File: config.mk
export PLATFORM = sky130hd
export DESIGN_NAME = logic_acc_unit
export DESIGN_NICKNAME = d
export VERILOG_FILES = /design/src/rtl/logic_acc_unit.sv
export SDC_FILE = /design/constraint.sdc
export NUM_CORES = 1
export LEC_CHECK = 0
export ABC_AREA = 1
export BUFFER_PORTS_ARGS = -buffer_cell sky130_fd_sc_hd__buf_2
export CORE_MARGIN = 3
export CORE_UTILIZATION = 60
export CTS_CLUSTER_DIAMETER = 60
export DETAILED_ROUTE_END_ITERATION = 7
export PLACE_DENSITY = 0.87
export SETUP_SLACK_MARGIN = 0.3
export SYNTH_ARGS = -nofsm -noshare
export SYNTH_HDL_FRONTEND = slang
export SYNTH_SLANG_ARGS = --single-unit
File: constraint.sdc
create_clock -name clk -period 2 [get_ports clk]
set_clock_uncertainty 0.1 [all_clocks]
set_input_delay 0.1 -clock clk [delete_from_list [all_inputs] [get_ports clk]]
set_output_delay 0.1 -clock clk [all_outputs]
set_load 0.005 [all_outputs]
File: src/rtl/logic_acc_unit.sv
// logic_acc_unit: registered WIDTH-bit bitwise logic unit with eight operations,
// a single-beat mode and a frame-accumulate mode that folds a stream of beats
// into one result. Ready/valid on input and output, one registered result slot.
module logic_acc_unit #(
   parameter int WIDTH = 8,
   parameter int CNT_W = 4
) (
   input  logic             clk,
   input  logic             reset,
   input  logic             in_valid,
   output logic             in_ready,
   input  logic [WIDTH-1:0] a,
   input  logic [WIDTH-1:0] b,
   input  logic [2:0]       op,
   input  logic             acc_en,
   input  logic             last,
   output logic             out_valid,
   input  logic             out_ready,
   output logic [WIDTH-1:0] q,
   output logic             q_zero,
   output logic             q_ones,
   output logic [CNT_W-1:0] beats
);

   typedef enum logic {S_IDLE, S_ACCUM} state_e;

   state_e             state_q, state_d;
   logic [WIDTH-1:0]   acc_q, acc_d;
   logic [2:0]         lop_q, lop_d;
   logic [CNT_W-1:0]   cnt_q, cnt_d;
   logic [WIDTH-1:0]   res_q, res_d;
   logic               zero_q, zero_d;
   logic               ones_q, ones_d;
   logic [CNT_W-1:0]   beats_q, beats_d;
   logic               valid_q, valid_d;

   logic               accept;
   logic [WIDTH-1:0]   single_val;
   logic [WIDTH-1:0]   fold_val;
   logic [CNT_W-1:0]   cnt_inc;

   // Pure bitwise operation; codes 6 and 7 look only at x.
   function automatic logic [WIDTH-1:0] bit_op(input logic [WIDTH-1:0] x,
                                                input logic [WIDTH-1:0] y,
                                                input logic [2:0]       o);
      case (o)
         3'd0:    return x & y;
         3'd1:    return x | y;
         3'd2:    return x ^ y;
         3'd3:    return ~(x & y);
         3'd4:    return ~(x | y);
         3'd5:    return ~(x ^ y);
         3'd6:    return x;
         default: return ~x;
      endcase
   endfunction

   // The slot can take a beat when it is empty or its result leaves this cycle.
   assign in_ready   = !valid_q || out_ready;
   assign accept     = in_valid && in_ready;
   assign single_val = bit_op(a, b, op);
   assign fold_val   = bit_op(acc_q, a, lop_q);
   assign cnt_inc    = (cnt_q == {CNT_W{1'b1}}) ? cnt_q : cnt_q + CNT_W'(1);

   assign out_valid  = valid_q;
   assign q          = res_q;
   assign q_zero     = zero_q;
   assign q_ones     = ones_q;
   assign beats      = beats_q;

   // State register plus datapath registers; reset discards any partial frame or pending result.
   always_ff @(posedge clk) begin
      // NOTE: sequential state uses non-blocking assignments so every register
      // samples the values from before this edge, independent of statement order.
      if (reset) begin
         state_q <= S_IDLE;
         acc_q   <= '0;
         lop_q   <= '0;
         cnt_q   <= '0;
         res_q   <= '0;
         zero_q  <= 1'b1;
         ones_q  <= 1'b0;
         beats_q <= '0;
         valid_q <= 1'b0;
      end else begin
         state_q <= state_d;
         acc_q   <= acc_d;
         lop_q   <= lop_d;
         cnt_q   <= cnt_d;
         res_q   <= res_d;
         zero_q  <= zero_d;
         ones_q  <= ones_d;
         beats_q <= beats_d;
         valid_q <= valid_d;
      end
   end

   // Next-state logic: a multi-beat frame opens in IDLE and closes on its last beat.
   always_comb begin
      // NOTE: every combinational output gets a default first, so no path
      // through the block leaves it unassigned and no latch is inferred.
      state_d = state_q;
      case (state_q)
         S_IDLE:  if (accept && acc_en && !last) state_d = S_ACCUM;
         S_ACCUM: if (accept && last)            state_d = S_IDLE;
         default: state_d = S_IDLE;
      endcase
   end

   // Output/datapath logic: fold beats into acc, load the result slot, release it on handshake.
   always_comb begin
      acc_d   = acc_q;
      lop_d   = lop_q;
      cnt_d   = cnt_q;
      res_d   = res_q;
      zero_d  = zero_q;
      ones_d  = ones_q;
      beats_d = beats_q;
      valid_d = valid_q;

      // A consumed result frees the slot; a load below in the same cycle overrides this.
      if (valid_q && out_ready) valid_d = 1'b0;

      if (accept) begin
         case (state_q)
            S_IDLE: begin
               if (!acc_en || last) begin
                  res_d   = single_val;
                  zero_d  = (single_val == '0);
                  ones_d  = &single_val;
                  beats_d = CNT_W'(1);
                  valid_d = 1'b1;
               end else begin
                  acc_d = single_val;
                  lop_d = op;
                  cnt_d = CNT_W'(1);
               end
            end
            S_ACCUM: begin
               if (last) begin
                  res_d   = fold_val;
                  zero_d  = (fold_val == '0);
                  ones_d  = &fold_val;
                  beats_d = cnt_inc;
                  valid_d = 1'b1;
               end else begin
                  acc_d = fold_val;
                  cnt_d = cnt_inc;
               end
            end
            default: ;
         endcase
      end
   end

endmodule

==> impl_results.md, run 1 <==
* Yosys reg bits at 31
* Total gr overflow at 0
* Yosys cell types at 25
* Synth Instances at 631
* Final period util at 94.9%
* Wire length of the first global-routing pass at roughly 17000 microns
* Top cells by area, synth: dfxtp_1 18%, nand2_1 17%, ha_1 12%, nor2_1 11%, inv_1 11%
* Syn nets at 689
* Initial drt markers at 582
* Vias in the first global route at 3729
* Seq/Total Area, Yosys at 17.7%
* Slew HR at 57.8%
* Leakage power total at 2.41 nW
* Starting density of the core at 62.8%
* Yosys warnings at 0
* Post-Syn Area per Cell at 5.54 sq um
* N_diodes at 0
* Placed Cells at 740
* Req. time, crit path at 2140 ps
* Clock Pin Slew Worst Setup and Hold Paths at about 70 ps
* # rows at 27
* Total of max-cap violations at 0
* Core area at ~5600 sq um
* VDD IR max at 0.000661 V
* Wirelength per Cell at 15.7 microns
* Vias per inst at 5.94
* Fmax at about 0.53 GHz
* HP Class: primary input to flop
* CP endpoint kind: flop
* Routed Antenna Nets at 0
* # DRC at 0
* Mapped cell area at 3500 sq um
* Min Hold Slack at ~31 ps
* Fill cell count at 409
* Worst-path maximum fanout at 7
* Final WL at 11900 microns
* Crit path launch type: flop
* RSZ-0062 raised after global routing: yes
* Final TNS setup at 0 ps
* Final setup fails at 0
* Initial antenna violation count at 0
* Storage cell area at ~650 sq um
* PortBufs at 40
* Post-layout minimum cycle time at 1900 ps
* DR vias at 4499
* Clk_lat worst skew at 290 ps
* CTS Hold Buffers Added at 0
* Finished Layout Cells at 758
* Status: complete, no violations
* Area growth syn-to-layout at 24.2%
* Hold Violations, Final at 0
* Final #Nets at 744
* Share of the synthesized area in the top cell type at 17.7%
* Die height at 82.4 microns
* Final HPWL DP at 7920 microns
* IO Count at between 40 and 50
* Layout cells sized above 1 at a little under a quarter
* Clock sink total at 31
* Measured slew at the worst slew-check pin at 628 ps
* CTS tree: done
* Root Buffer: clkbuf_8
* Die area at 6780 sq um
* CTS H-tree depth at 2
* Post-layout util at 77.9%
* Die X at 82.4 microns
* Clock Path Buffers at 2
* Largest net degree at the start of global routing at 22
* CTS buffer count at 5
* Final RePlAce weighted congestion at about 0.94
* Fin. max-slew vios at 0
* Pwr Density at between 400 and 500 nW/um^2
* Post-DP Area at 3810 sq um
* Footprint of the multi-input gates at 2650 sq um
* GRT Util Overall at 31.6%
* Crit path kind: flop to flop
* Fin area at approximately 4300 sq um
* Synth area leader: dfxtp_1
* Drt pass-1 iters at 6
* Critical path arrival at 2030 ps
[per-stage QoR]
step	total power, mW	setup WS, ps
global placement	1.32	118
finish	2.08	102
detailed placement	1.34	118
CTS	1.95	251
floorplan	1.13	448
global route	2.18	51.8
[path summary, 6_finish.rpt]
kind | startpoint | to | slack [ps] | cells past startpoint
setup / recovery | lop_q[1] | q_ones | 100 | 11
hold / removal | out_ready | out_valid | 30 | 4
setup reg to reg | lop_q[1] | q_ones | 100 | 11
hold reg to reg | q_zero | q_zero | 380 | 2
[layout by cell type (no fill, tap or decap)]
cell          n
a21oi_1      22
a21oi_2       1
a31oi_1       1
buf_2        40
buf_4        23
buf_6         5
buf_8         2
bufinv_16     1
clkbuf_1      1
clkbuf_8      5
clkinvlp_4    1
dfxtp_1      21
dfxtp_2       5
dfxtp_4       5
ha_1         24
ha_2          2
ha_4          7
inv_1        84
inv_2        11
inv_4         6
nand2_1     155
nand2_2       6
nand2_4       2
nand3_1      46
nand3_2       6
nand3_4       2
nand3b_1     11
nand4_1      21
nor2_1       91
nor2_2       12
nor2_4        8
nor3_1        1
nor3_4        1
nor4_2        1
o21ai_0      31
o21ai_1      21
o21ai_2       3
o22ai_1       1
[synth_stat cells]
master	number
a21oi_1	23
a31oi_1	1
buf_1	1
buf_2	8
buf_4	4
buf_6	2
clkbuf_1	8
dfxtp_1	31
ha_1	33
inv_1	98
inv_2	4
nand2_1	162
nand2_2	1
nand3_1	53
nand3_2	1
nand3b_1	11
nand4_1	21
nor2_1	104
nor2_2	5
nor2_4	1
nor3_1	2
nor4_1	1
o21ai_0	53
o21ai_1	2
o22ai_1	1
[area by class of cell]
cell class	instances	share of cell area, %
Multi-Input combinational cell	476	60.9
Tap cell	72	2.07
Sequential cell	31	14.9
Clock inverter	1	0.691
Inverter	102	9.25
Timing Repair Buffer	70	10.6
Clock buffer	6	1.67
[worst max-delay path, cell delays in order, from the launching register on]
cell,delay (ps)
dfxtp_4,420
buf_8,160
nand3_2,160
o21ai_0,260
nor2_1,70
nand2_1,130
nand3_2,110
nor2_1,160
nand2_1,80
nand3_1,90
nand2_1,50
inv_1,40
[sequential cells by signal (all words and copies together) (netlist names)]
signal     count
acc_q          8
q_zero         1
beats          4
cnt_q          4
state_q        1
out_valid      1
q_ones         1
q              8
lop_q          3
[routing by layer]
metal	vias to the layer above	part of all wire [%]	track usage, %	wire [microns]
met1	2002	39	41.6	4670
li1	2117	-	-	-
met3	68	10	4.77	1230
met5	-	0	0	0
met4	0	5.7	17.6	678
met2	312	45	49.2	5300
[cell families after synthesis]
family          count (synthesis)  synth area share [%]
simple gates                  362                  44.4
buf+inv                       125                  14.6
compound gates                 80                  11.5
fa+ha+maj                      33                  11.8
flops                          31                  17.7
[report_power, final]
group          total [mW]  internal (mW)  switching [mW]  leakage [nW]
Clock               0.597          0.365           0.232        0.0513
Combinational       0.779          0.283           0.496          2.10
Sequential          0.702          0.662          0.0405         0.261
Total                2.08           1.31           0.769          2.41
[repair_timing]
| item | in CTS | in global routing |
|---|---|---|
| endpoints found under the setup margin | 18 | 23 |
| setup buffers | 1 | 9 |
| gates resized for setup | 31 | 91 |
| pin swaps | 9 | 35 |
| cloned | 1 | 0 |
(Power assumes the default switching activity.)
==> run 2: changes to the inputs <==
- CELL_PAD_IN_SITES_DETAIL_PLACEMENT: default -> 1
- CELL_PAD_IN_SITES_GLOBAL_PLACEMENT: default -> 1
- CORE_UTILIZATION: 60 -> 40
- PLACE_DENSITY: 0.87 -> 0.86
==> run 2 against run 1 <==
  * Flip-flop and latch count did not move
  * Power rose by 7.2%
  * Clock power rose by 3.5%
  * Combinational power rose by 16%
  * Final cell count rose by 6.1%
  * Wire length rose by 51%
  * Largest power group unchanged
==> impl_results.md, run 2 (same netlist as run 1, synthesis figures left out) <==
* Wire length of the first global-routing pass at 24200 microns
* Largest net degree at the start of global routing at 22
* Clock Path Buffers at 2
* Req. time, crit path at 2090 ps
* Clock power share at 27.7%
* CTS buffer count at 5
* PortBufs at 40
* Commonest cells after routing, fill and taps aside: 150 x nand2_1, 87 x nor2_1, 85 x inv_1
* Status: complete, no violations
* Area growth syn-to-layout at 28.3%
* Die X at 99.5 microns
* Leakage power total at 2.50 nW
* N_diodes at 0
* Final WL at between 15000 and 20000 microns
* Clock sink total at 31
* Cell-internal power at 1.28 mW
* Worst-path maximum fanout at 6
* Comb pwr share at 40.6%
* Die area at between 9000 and 10000 sq um
* Drt pass-1 iters at 5
* Setup crit end: q[3]
* Final #Nets at 756
* CTS H-tree depth at 2
* Final TNS setup at 0 ps
* IO Count at 41
* CTS tree: done
* Final setup fails at 0
* Fmax at 0.516 GHz
* Reg2reg setup slack at 60 ps
* Core area at between 8000 and 9000 sq um
* R2r startpoint: lop_q[2]
* Layout cells sized above 1 at 26.6%
* DR vias at roughly 4900
* Crit path launch type: flop
* Initial drt markers at 425
* Clock Pin Slew Worst Setup and Hold Paths at ~90 ps
* VDD IR max at ~0.00039 V
* Slew HR at 61.7%
* Final RePlAce weighted congestion at 0.904
* Root Buffer: clkbuf_8
* HP Class: primary input to flop
* Pwr Density at 496 nW/um^2
* Critical path arrival at 2030 ps
* CP endpoint kind: flop
* Final period util at a little over nine tenths
* # rows at 33
* Net Sw Power at roughly 950 uW
* Post-layout minimum cycle time at between 1500 and 2000 ps
* R2R cell count at 10
* Post-DP Area at 3930 sq um
* Sequential power share at 31.6%
* Vias in the first global route at 4829
* Initial antenna violation count at 0
* Routed Antenna Nets at 0
* Starting density of the core at a little over two fifths
* Vias per inst at between 6 and 7
* GRT Util Overall at 30.4%
* Clk_lat worst skew at 300 ps
* Total gr overflow at 0
* Final HPWL DP at 10500 microns
* Die height at 99.5 microns
* Crit path kind: flop to flop
* Wirelength per Cell at 22.3 microns
* Fin. max-slew vios at 0
* Total of max-cap violations at 0
* Overall power at between 2 and 2.5 mW
* Critical Path Source: lop_q[2]
* RSZ-0062 raised after global routing: yes
* Net Sw Frac at 42.6%
* Hold Violations, Final at 0
* Most common cell after layout, fill and taps aside: nand2_1
* Reg-to-reg critical path endpoint: q[3]
* Measured slew at the worst slew-check pin at 569 ps
* Fin area at ~4500 sq um
* # DRC at 0
-- run 2: cell types whose count changed in the layout (fill, tap and decap cells not counted), sizes merged --
cell    before  now
inv        101  102
buf         70   83
bufinv       1    0
clkbuf       6    7
nor2       111  110
-- run 2: critical path: stages, from the launching register on --
cell and delay, ps:
dfxtp_4 390, buf_8 140, buf_4 150, nand3_1 100, o21ai_1 90, nor2_2 200
nand3b_1 160, nand2_1 100, o21ai_0 130, o21ai_1 210, inv_1 70
-- run 2: cell type report --
type | count | area, sq um
clock inverter | 1 | 7.51
timing repair buffer | 83 | 546
inverter | 102 | 393
tap | 105 | 131
multi-input combinational | 475 | 2670
fill | 1187 | 3850
clock buffer | 7 | 96.3
sequential | 31 | 646
-- run 2: repair_timing --
item | 4_1_cts | 5_1_grt
pin swaps | 20 | 23
resized for setup | 74 | 60
hold buffers | 0 | 0
cloned | 0 | 0
setup buffers | 6 | 7
setup endpoints to repair | 20 | 27
-- run 2: layer usage --
| layer | share of wire, % | global-route usage (%) | up-vias |
|---|---|---|---|
| met4 | 7.3 | 12.4 | 0 |
| met2 | 46 | 51.8 | 331 |
| met5 | 0 | 0 | - |
| li1 | - | - | 2131 |
| met1 | 38 | 37.7 | 2329 |
| met3 | 8.3 | 5.54 | 127 |
-- run 2: worst min-delay path by stage --
| stage | endpoint | slack [ps] | depth (start not counted) | start |
|---|---|---|---|---|
| 2_1_floorplan | cnt_q[0] | 170 | 3 | reset |
| 3_3_place_gp | out_valid | 300 | 4 | out_ready |
| 3_5_place_dp | out_valid | 310 | 4 | out_ready |
| 4_1_cts | out_valid | 8 | 4 | out_ready |
| 5_1_grt | out_valid | 50 | 4 | out_ready |
| 6_report | out_valid | 40 | 4 | out_ready |
-- run 2: per-stage QoR --
step                setup WS [ps]  hold slack [ps]  instances  util (%)
floorplan                     448              169        631         -
global placement             16.7              298        783      47.1
detailed placement          -20.0              311        783      47.1
CTS                           259             8.12        797      51.2
global route                -53.1             53.1        804      53.8
finish                       61.0             38.6        804      53.8
-- run 2: power groups by stage --
stage / combinational [mW] / clock (mW) / sequential [mW]
after global placement: 0.650 / 0 / 0.706
after detailed placement: 0.683 / 0 / 0.709
after global routing: 0.963 / 0.626 / 0.708
after CTS: 0.745 / 0.588 / 0.697
final: 0.906 / 0.618 / 0.705
after floorplan: 0.424 / 0 / 0.704
